===== src/rtl/sprite_fetch.sv =====
// Sprite tile-row fetcher: pulses the sorter, waits for it to settle, then reads
// both tile planes for each sorted slot from VRAM through a req/gnt arbiter.
module sprite_fetch #(
  parameter int SPRITES_PER_LINE = 10,
  parameter int SORT_WAIT        = 42
) (
  input  logic        clk,
  input  logic        reset_n,
  input  logic        oam_start,
  input  logic        fetch_start,
  output logic        sort,
  output logic [3:0]  index,
  input  logic [10:0] spr_addr,
  output logic        vram_req,
  input  logic        vram_gnt,
  output logic [12:0] vram_addr,
  input  logic [7:0]  vram_q0,
  input  logic [7:0]  vram_q1,
  output logic [1:0]  dvalid,
  output logic [7:0]  data,
  output logic [7:0]  data1,
  output logic        busy,
  output logic        done
);

  localparam int              CW       = (SORT_WAIT > 1) ? $clog2(SORT_WAIT) : 1;
  localparam logic [CW-1:0]   CNT_LOAD = CW'(SORT_WAIT - 1);
  localparam logic [3:0]      LAST_IDX = 4'(SPRITES_PER_LINE - 1);

  typedef enum logic [3:0] {
    IDLE, SORT, SETTLE, WAIT_FETCH, REQ_LO, RD_LO, REQ_HI, RD_HI, NEXT
  } state_e;

  state_e        state_q, state_d;
  logic [3:0]    index_q, index_d;
  logic [CW-1:0] cnt_q, cnt_d;
  logic          pending_q, pending_d;
  logic          done_q, done_d;

  always_ff @(posedge clk or negedge reset_n) begin
    if (!reset_n) begin
      state_q   <= IDLE;
      index_q   <= '0;
      cnt_q     <= '0;
      pending_q <= 1'b0;
      done_q    <= 1'b0;
    end else begin
      state_q   <= state_d;
      index_q   <= index_d;
      cnt_q     <= cnt_d;
      pending_q <= pending_d;
      done_q    <= done_d;
    end
  end

  // oam_start restarts from any state; a fetch_start in the same cycle is kept as pending.
  always_comb begin
    state_d   = state_q;
    index_d   = index_q;
    cnt_d     = cnt_q;
    pending_d = pending_q;
    done_d    = 1'b0;
    if (oam_start) begin
      state_d   = SORT;
      index_d   = '0;
      pending_d = fetch_start;
    end else begin
      case (state_q)
        IDLE: ;
        SORT: begin
          cnt_d     = CNT_LOAD;
          pending_d = pending_q | fetch_start;
          index_d   = '0;
          state_d   = SETTLE;
        end
        SETTLE: begin
          if (cnt_q <= CW'(1)) begin
            cnt_d = '0;
            if (pending_q || fetch_start) begin
              pending_d = 1'b0;
              state_d   = REQ_LO;
            end else begin
              state_d = WAIT_FETCH;
            end
          end else begin
            cnt_d     = cnt_q - CW'(1);
            pending_d = pending_q | fetch_start;
          end
        end
        WAIT_FETCH: begin
          if (fetch_start) begin
            index_d   = '0;
            pending_d = 1'b0;
            state_d   = REQ_LO;
          end
        end
        REQ_LO: if (vram_gnt) state_d = RD_LO;
        RD_LO:  state_d = REQ_HI;
        REQ_HI: if (vram_gnt) state_d = RD_HI;
        RD_HI:  state_d = NEXT;
        NEXT: begin
          if (index_q == LAST_IDX) begin
            done_d  = 1'b1;
            index_d = '0;
            state_d = IDLE;
          end else begin
            index_d = index_q + 4'd1;
            state_d = REQ_LO;
          end
        end
        default: state_d = IDLE;
      endcase
    end
  end

  assign sort      = (state_q == SORT);
  assign index     = index_q;
  assign vram_req  = (state_q == REQ_LO) || (state_q == REQ_HI);
  assign vram_addr = {1'b0, spr_addr, state_q == REQ_HI};
  assign dvalid    = {state_q == RD_HI, state_q == RD_LO};
  assign data      = vram_q0;
  assign data1     = vram_q1;
  assign busy      = (state_q != IDLE);
  assign done      = done_q;

endmodule


===== config.mk =====
export PLATFORM = sky130hd
export DESIGN_NAME = sprite_fetch
export DESIGN_NICKNAME = d
export VERILOG_FILES = /design/src/rtl/sprite_fetch.sv
export SDC_FILE = /design/constraint.sdc
export NUM_CORES = 1
export LEC_CHECK = 0
export ABC_AREA = 0
export CAP_MARGIN = 20
export CORE_MARGIN = 8
export CORE_UTILIZATION = 35
export CTS_BUF_LIST = sky130_fd_sc_hd__clkbuf_4 sky130_fd_sc_hd__clkbuf_8 sky130_fd_sc_hd__clkbuf_16
export CTS_CLUSTER_SIZE = 24
export DETAILED_ROUTE_END_ITERATION = 12
export PLACE_DENSITY = 0.77
export REMOVE_ABC_BUFFERS = 1
export SYNTH_ARGS = -nofsm -noshare
export SYNTH_HDL_FRONTEND = slang
export SYNTH_SLANG_ARGS = --single-unit

===== constraint.sdc =====
create_clock -name clk -period 2.15 [get_ports clk]
set_input_delay 0.43 -clock clk [delete_from_list [all_inputs] [get_ports clk]]
set_output_delay 0.43 -clock clk [all_outputs]
set_load 0.01 [all_outputs]

==> impl_metrics.csv <==
group,metric,value,unit
outcome,status,"complete, no violations",
min_path,hp-class,"input pin to async pin",
timing,rsz0062_at_grt,"no",
drt,dr.pass1.iters,4,
clocking,cts_tree,"yes",
setup_path,cp-start-kind,"register",
timing,setup_viol,0,
drt,drt-wirelength-per-cell,16.8,um
die,rows,22,
die,die_area,0.00583,mm2
setup_path,critPathKind,"register to primary output",
power,leakage,0.608,nW
die,die_height,76.4,um
clocking,cts_sinks,16,
logic_synthesis,yosysUniqueCellTypes,45,
place,io_buffers,15,
global_route,grtUsageTotal,0.104,
drt,drt-total-wl,3190,um
layout,design_area,0.00137,mm2
die,core_area,0.00358,mm2
power,powerDensity,993,mW/mm2
setup_path,cp_max_fo,6,
power,ir_drop,0.275,mV
timing,setup_tns,0,ns
drt,drc,0,
clocking,clockBufferDepth,2,
timing,hold_violations,0,
global_route,grt_pass1_vias,960,
layout,final_util,0.383,
layout,drive_above_1_share,0.155,
logic_synthesis,synth-edff-count,0,
global_route,grt_overflow,0,
die,die_w,76.4,um
global_route,grt_max_degree,17,
layout,fillCellCount,356,
flow_run,max-cap-violations,0,
clocking,cts_made_buffers,3,
clocking,cts_htree_levels,1,
setup_path,required,1.72,ns
timing,max-slew-margin-rel,0.636,
clocking,clk_latency,0.28,ns
timing,drv_slew,0,
die,start_util,0.356,
die,pin_count,71,
clocking,hold_buffers,0,
logic_synthesis,ys_seq_elements,16,
place,place_area,0.00130,mm2
place,hpwl,2500,um
clocking,cts.clk_slew.worst_paths,0.10,ns
global_route,antenna_found_initial,0,
logic_synthesis,syn_area,0.00127,mm2
setup_path,crit_arrival,1.52,ns
logic_synthesis,synth_cells,148,
drt,drt_iter0_drc,87,
setup_path,end_kind,"primary output",
logic_synthesis,syn_avg_cell_area,8.61,um2
timing,fin_crit,1.95,ns
drt,viasPerCell,5.39,
timing,max_freq,514,MHz
logic_synthesis,yosysWarnings,0,
layout,synthToLayoutAreaGrowth,7.36,%
place,finalWeightedCongestion,0.824,
drt,antenna_left,0,
timing,worstMarginPinSlew,0.542,ns
logic_synthesis,synth-seq-area-share,0.314,
timing,clock_skew,0.00102,ns
timing,period_share,0.906,
clocking,cts-root-buf,"clkbuf_4",
setup_path,crit_start,"state_q[3]",
drt,via_count,1024,
layout,num-nets-final,179,
power,power,0.00136,W
logic_synthesis,synthFlopType,"dfrtp_1",
logic_synthesis,synthArstFlopShare,1.00,
setup_path,timing.rr.start,"cnt_q[0]",
global_route,grt_pass1_wl,5010,um
layout,diodes,0,
[critical path: stages (launching register included)]
cell,delay [ns]
dfrtp_1,0.39
nand2b_4,0.18
nor2_4,0.11
clkdlybuf4s50_1,0.55
[per-stage QoR]
stage	setup WS (ns)	hold slack (ns)	cells
floorplan	0.404	0.134	116
global placement	0.184	0.543	185
detailed placement	0.153	0.541	185
CTS	0.0112	0.455	190
global route	0.120	0.454	190
finish	0.203	0.448	190
[cell usage after synthesis, drive strengths merged, types with 2 or more instances]
cell type,instances,area (um2)
a21oi,7,35.0
or4,2,18.8
o21bai,2,26.3
a211oi,3,22.5
and2,2,12.5
buf,31,228
o21ai,8,40.0
nor3,7,35.0
nand2,15,56.3
ha,4,50.1
nand2b,4,25.0
nand3,2,10.0
a21boi,2,15.0
nor2,8,30.0
a31oi,3,18.8
nor3b,2,15.0
dfrtp,16,400
or3,4,26.3
inv,5,18.8
[final cells by class]
cell class                      instances  area (um2)  share of cell area
Sequential cell                        16         400               0.293
Timing Repair Buffer                   22         211               0.154
Clock buffer                            4        36.3              0.0265
Tap cell                               48        60.1              0.0439
Multi-Input combinational cell         95         642               0.469
Inverter                                5        18.8              0.0137
[repair_timing]
| item | 4_1_cts | 5_1_grt |
|---|---|---|
| buffers inserted | 1 | 0 |
| pin swaps | 0 | 0 |
| endpoints found under the setup margin | 4 | 4 |
| resized for setup | 5 | 5 |
[path summary, 6_finish.rpt]
check	endpoint	slack, ns	depth (start not counted)
min in group clk	index[3]	0.56	2
worst min-delay path	state_q[3]	0.45	2
worst max register to register	pending_q	0.25	6
worst max-delay path	vram_req	0.20	3
max in group asynchronous	pending_q	1.53	2
worst min register to register	index[3]	0.56	2
[per-layer routing]
| metal | part of all wire | track usage | vias up |
|---|---|---|---|
| met4 | 0 | 0.0231 | 0 |
| met1 | 0.54 | 0.155 | 501 |
| met5 | 0 | 0.0182 | - |
| li1 | - | - | 477 |
| met2 | 0.39 | 0.121 | 46 |
| met3 | 0.075 | 0.0531 | 0 |
[sequential cells by signal, summed over array words and instances (netlist names)]
signal     count
index          4
cnt_q          6
done           1
state_q        4
pending_q      1
[placed cells by master (no fill, tap or decap), types with 3 or more instances in the layout]
| cell type | instances |
|---|---|
| nand2_1 | 15 |
| o21ai_0 | 8 |
| a21oi_1 | 7 |
| nor3_1 | 7 |
| ha_1 | 4 |
| buf_4 | 7 |
| nor2_1 | 6 |
| clkdlybuf4s50_1 | 10 |
| or3_1 | 3 |
| nand2b_1 | 3 |
| dlymetal6s2s_1 | 4 |
| a211oi_1 | 3 |
| a31oi_1 | 3 |
| clkbuf_4 | 3 |
| dfrtp_1 | 16 |
| inv_1 | 5 |
[cells by family after synthesis]
logic type | share of synthesized area
DFF | 0.314
muxes | 0.00785
buffers and inverters | 0.196
and+or+nand+nor | 0.219
other | 0.00294
xor gates and xnor gates | 0.0137
AOI/OAI and AO/OA | 0.207
adders and majority gates | 0.0393
[power breakdown]
| part | switching [W] | internal (W) |
|---|---|---|
| sequential | 0.0000717 | 0.000365 |
| combinational | 0.000392 | 0.000327 |
| clock | 0.000100 | 0.000103 |
| total | 0.000564 | 0.000796 |
No activity file was read; power rests on OpenSTA's default activity.
